`config.mk`:
```
export PLATFORM = sky130hd
export DESIGN_NAME = char_class_match
export DESIGN_NICKNAME = d
export VERILOG_FILES = /design/src/rtl/rc4_check_pkg.sv /design/src/rtl/char_class_match.sv
export SDC_FILE = /design/constraint.sdc
export NUM_CORES = 1
export LEC_CHECK = 0
export BUFFER_PORTS_ARGS = -buffer_cell sky130_fd_sc_hd__buf_2
export CORE_AREA = 2 2 39 41
export DETAILED_ROUTE_END_ITERATION = 16
export DIE_AREA = 0 0 41 43
export SLEW_MARGIN = 20
export SYNTH_ARGS = -nofsm -noshare
export SYNTH_HDL_FRONTEND = slang
export SYNTH_SLANG_ARGS = --single-unit
export TNS_END_PERCENT = 100
```
`constraint.sdc`:
```
create_clock -name vclk -period 0.9
set_input_delay 0.18 -clock vclk [all_inputs]
set_output_delay 0.18 -clock vclk [all_outputs]
set_load 0.03 [all_outputs]
```
`src/rtl/rc4_check_pkg.sv`:
```
// Shared definitions for the RC4 plaintext checking stages: FSM state
// encoding, ASCII class bounds and class-enable bit positions.
package rc4_check_pkg;

    typedef enum logic [1:0] {
        ST_IDLE  = 2'd0,
        ST_ISSUE = 2'd1,
        ST_DRAIN = 2'd2,
        ST_DONE  = 2'd3
    } state_t;

    localparam logic [7:0] ASCII_LC_LO  = 8'd97;
    localparam logic [7:0] ASCII_LC_HI  = 8'd122;
    localparam logic [7:0] ASCII_SPACE  = 8'd32;
    localparam logic [7:0] ASCII_UC_LO  = 8'd65;
    localparam logic [7:0] ASCII_UC_HI  = 8'd90;
    localparam logic [7:0] ASCII_DIG_LO = 8'd48;
    localparam logic [7:0] ASCII_DIG_HI = 8'd57;

    localparam int CLS_LC    = 0;
    localparam int CLS_SPACE = 1;
    localparam int CLS_UC    = 2;
    localparam int CLS_DIG   = 3;

    // Inclusive range test on an unsigned byte.
    function automatic logic in_range(input logic [7:0] c,
                                      input logic [7:0] lo,
                                      input logic [7:0] hi);
        return (c >= lo) && (c <= hi);
    endfunction

endpackage

```
`src/rtl/char_class_match.sv`:
```
// Combinational character classifier: a byte is legal when it falls in
// at least one of the enabled character classes.
module char_class_match
    import rc4_check_pkg::*;
(
    input  logic [7:0] data_byte,
    input  logic [3:0] class_en,
    output logic       legal
);

    // OR together every enabled class range.
    always_comb begin
        legal = 1'b0;
        if (class_en[CLS_LC] && in_range(data_byte, ASCII_LC_LO, ASCII_LC_HI))
            legal = 1'b1;
        if (class_en[CLS_SPACE] && (data_byte == ASCII_SPACE))
            legal = 1'b1;
        if (class_en[CLS_UC] && in_range(data_byte, ASCII_UC_LO, ASCII_UC_HI))
            legal = 1'b1;
        if (class_en[CLS_DIG] && in_range(data_byte, ASCII_DIG_LO, ASCII_DIG_HI))
            legal = 1'b1;
    end

endmodule

```
==> qor.csv, run 1 <==
metric,value,unit
status,"finished, violations left",
failing checks,negative setup slack,
DR vias/cell,3.581,
Final ANT Viol Nets,0,
share of layout cells above drive strength 1,0.6667,
largest net degree at the start of global routing,4,
Tmin final,1.030,ns
"Hold-fix buffers, CTS",0,
total number of sequential cells,0,
pwr/cell area,376.4,mW/mm^2
Tightest Hold Check Type,input port to output pin,
NetSw,35.57,uW
Hold Fails Final Rpt,0,
Syn Inst Count,13,
io pins,13,
vias in the first global route,121,
"commonest cells after routing, fill and taps aside","buf_2, buf_6, nor3b_2, nand3_1, nand4_1",
Starting Density,0.06329,
initial antenna violation count,0,
ANT cells,0,
Synth Cell Area,87.58,sq um
Die Span X,41,um
grt total ovfl,0,
Setup CP Type,input port to output pin,
Pwr Total,84.78,uW
RSZ-0062 raised after global routing,yes,
Routability Congestion,0.5320,
worst slew pin tran,0.1577,ns
Layout Nets,41,
Row Count,14,
Leakage,0.1067,nW
Min-Delay Startpoint,class_en[3],
DRT Pass-1 Iters,3,
crit end category,output pin,
Final Util,0.1627,
pre-CTS setup slack,-0.2145,ns
crit path from,data_byte[6],
Syn Area/Cell,6.737,sq um
PnR worst setup slack,-0.1303,ns
"commonest non-fill, non-tap cell in the layout",buf_2,
Final period util,1.145,
Vias,154,
Global Route Usage Sum,0.03297,
Internal Power,49.21,uW
DIE AREA,0.001763,sq mm
Net Sw Frac,0.4196,
final WL,361,um
final setup vio count,1,
VDD IR max,0.1005,mV
# clk buffers,0,
max cap viols,0,
Synth Warn #,0,
total of fill cells in the finished design,152,
part of the power in combinational logic,1.000,
Unique masters post-synth,9,
Fmax,0.9706,GHz
Slew HR,0.8919,
Port Buf Inserts,13,
Residual DRC,0,
first-pass GRT wire length,427,um
register area,0,sq um
Synthesized Nets,25,
sequential fraction of design power,0,
Clock power frac,0,
"Seq/Total Area, Yosys",0,
critical path arrival,0.85,ns
Core Area,0.001384,sq mm
drt wl/cell,8.395,um
Worst Path Max Fanout,2,
Die Span Y,43,um
synthesis-to-finish area growth,157.1,%
CP Launch Type,input port,
initial DRC count,5,
Pins Over Slew Limit,0,
WP data required,0.72,ns
## per-layer routing
| metal | global-route usage | wire length, um |
|---|---|---|
| met5 | 0 | 0 |
| met2 | 0.04688 | 119 |
| met3 | 0.01047 | 77 |
| met4 | 0 | 0 |
| met1 | 0.05063 | 164 |
## cell type report
type | count | area, sq um | area share
Multi-Input combinational cell | 13 | 103.9 | 0.4611
Timing Repair Buffer | 14 | 101.3 | 0.4500
Tap cell | 16 | 20.02 | 0.08889
## cell usage after synthesis
library cell,n,share of area
a21o_1,1,0.086
mux2i_1,1,0.11
nand2_1,1,0.043
nand3_1,3,0.17
nand4_1,2,0.14
nor2_1,1,0.043
nor3_1,1,0.057
nor3b_2,2,0.29
o21ai_0,1,0.057
## metrics by stage
stage	cell area (sq um)	TNS (ns)	hold WS [ns]	std cells
CTS	195.2	-0.1305	0.7404	42
detailed placement	177.7	-0.2145	0.7742	42
global placement	177.7	-0.2318	0.7614	42
floorplan	92.59	0	0.5959	13
global route	225.2	-0.2032	0.7513	43
finish	225.2	-0.1303	0.7346	43
## power groups by stage
stage,Clock [mW],Combinational [mW],Sequential (mW)
after floorplan,0,0.0251,0
after global placement,0,0.0613,0
after detailed placement,0,0.0627,0
after CTS,0,0.0707,0
after global routing,0,0.0921,0
final,0,0.0848,0
## path summary, 6_finish.rpt
kind,to,cells past startpoint
worst max-delay path,legal,5
worst min-delay path,legal,4
## worst max-delay path, stage by stage
cell and delay (ns):
buf_2 0.11, nor3b_2 0.20, nand4_1 0.13, nand3_2 0.10, buf_6 0.13
## kinds of logic after synthesis
kind of cell | synth area share
muxes | 0.1143
and+or+nand+nor | 0.7426
AOI/OAI and AO/OA | 0.1428
## timing repair
action,4_1_cts,5_1_grt
gates resized for setup,4,6
endpoints found under the setup margin,1,1
pin swaps,3,4
buffers inserted,0,1
Power figures use the tool's default switching activity.
==> run 2, diff against run 1 <==
--- a/config.mk
+++ b/config.mk
@@ -9,7 +9,7 @@
 export CORE_AREA = 2 2 39 41
 export DETAILED_ROUTE_END_ITERATION = 16
 export DIE_AREA = 0 0 41 43
-export SLEW_MARGIN = 20
+export SLEW_MARGIN = 15
 export SYNTH_ARGS = -nofsm -noshare
 export SYNTH_HDL_FRONTEND = slang
 export SYNTH_SLANG_ARGS = --single-unit
==> constraint.sdc (replaced) <==
create_clock -name vclk -period 0.9
set_input_delay 0.225 -clock vclk [all_inputs]
set_output_delay 0.225 -clock vclk [all_outputs]
set_load 0.03 [all_outputs]
==> run 2 against run 1 <==
The run still ends with negative setup slack left. Critical endpoint unchanged. Non-clock buffer count did not move. First-iteration DRC count down 100%. Total power is 2.9% lower. Worst setup slack got worse by 0.15 ns. Utilization fell by 0.27 points. Largest power group unchanged. Die area is the same. Highest routed layer unchanged. Worst hold slack improved by 0.14 ns. Wire length increased by 5.5%.
==> qor.csv, run 2 (synthesis results as in run 1) <==
metric,value,unit
grt total ovfl,0,
Starting Density,0.06329,
initial antenna violation count,0,
largest net degree at the start of global routing,4,
VDD IR max,0.1163,mV
Fmax,0.8500,GHz
final setup vio count,1,
Tmin final,1.177,ns
WP data required,0.67,ns
Crit path max-delay family,simple AND/OR/NAND/NOR gates,
DRT Pass-1 Iters,1,
Row Count,14,
crit end category,output pin,
DR vias/cell,3.767,
Slowest cell on crit path,nor3b_2,
synthesis-to-finish area growth,152.9,%
Vias,162,
Tightest Hold Check Type,input port to output pin,
post-CTS setup buffer count,0,
Hold Fails Final Rpt,0,
total number of sequential cells,0,
Routability Congestion,0.5275,
CP max stage delay,0.19,ns
CP Launch Type,input port,
first-pass GRT wire length,579,um
post-route insts no fill,43,
max cap viols,0,
vias in the first global route,147,
top sig layer,met3,
Placed Cells,43,
Setup CP Type,input port to output pin,
io pins,13,
Worst Path Max Fanout,2,
final WL,381,um
Pwr Total,82.33,uW
register area,0,sq um
WL met2,134,um
Core Area,0.001384,sq mm
Leakage,0.1033,nW
worst slew pin tran,0.1603,ns
Final Util,0.1600,
RSZ-0062 raised after global routing,yes,
Port Buf Inserts,13,
cell mode on critical path,buf_6,
ANT cells,0,
worst-path cell chain,buf_6 > mux2i_1 > nor3b_2 > nand3_2 > nand3_4 > buf_6,
WP buf/inv,2,
PnR worst setup slack,-0.2765,ns
"commonest cells after routing, fill and taps aside","buf_2, nor3b_2, nand4_1, buf_6",
Global Route Usage Sum,0.04296,
pwr/cell area,371.8,mW/mm^2
DIE AREA,0.001763,sq mm
Layout Nets,41,
Pins Over Slew Limit,0,
failing checks,negative setup slack,
initial DRC count,0,
Residual DRC,0,
Die Span X,41,um
status,"finished, violations left",
Slew HR,0.8901,
critical path arrival,0.95,ns
M1 WL,169,um
Final ANT Viol Nets,0,
met3 routed WL,77,um
Final period util,1.307,
# clk buffers,0,
Die Span Y,43,um
"commonest non-fill, non-tap cell in the layout",buf_2,
share of layout cells above drive strength 1,0.7037,
drt wl/cell,8.860,um
[run 2: stage by stage]
step	setup WS, ns	setup TNS, ns	hold slack [ns]	instance area [sq um]
2_1_floorplan	-0.06349	-0.06349	0.6633	105.1
4_1_cts	-0.3065	-0.3065	0.8741	210.2
3_5_place_dp	-0.3700	-0.3700	0.8833	197.7
6_report	-0.2765	-0.2765	0.8699	221.5
5_1_grt	-0.3473	-0.3473	0.9030	221.5
3_3_place_gp	-0.3376	-0.3376	0.8847	197.7
[run 2: cell type report]
class,count,area [sq um]
multi-input combinational,13,116.4
fill,157,1162
tap,16,20.02
timing repair buffer,14,85.08
[run 2: path summary, 6_finish.rpt]
path	from	end	slack [ns]	cells after the start
hold / removal	class_en[3]	legal	0.87	4
setup / recovery	data_byte[5]	legal	-0.28	6
[run 2: metal layers]
layer / track usage / vias to the layer above
met4: 0 / 0
met5: 0 / -
met3: 0.005236 / 0
met1: 0.07278 / 68
li1: - / 81
met2: 0.05938 / 13
[run 2: where the power goes]
group / total, mW / switching (mW) / leakage [nW] / internal (mW)
combinational: 0.0823 / 0.0379 / 0.103 / 0.0444
clock: 0 / 0 / 0 / 0
sequential: 0 / 0 / 0 / 0
total: 0.0823 / 0.0379 / 0.103 / 0.0444
[run 2: what timing repair did]
| action | CTS | global route |
|---|---|---|
| resized for setup | 3 | 2 |
| setup endpoints to repair | 1 | 1 |
| hold buffers | 0 | 0 |
| pin swaps | 3 | 5 |
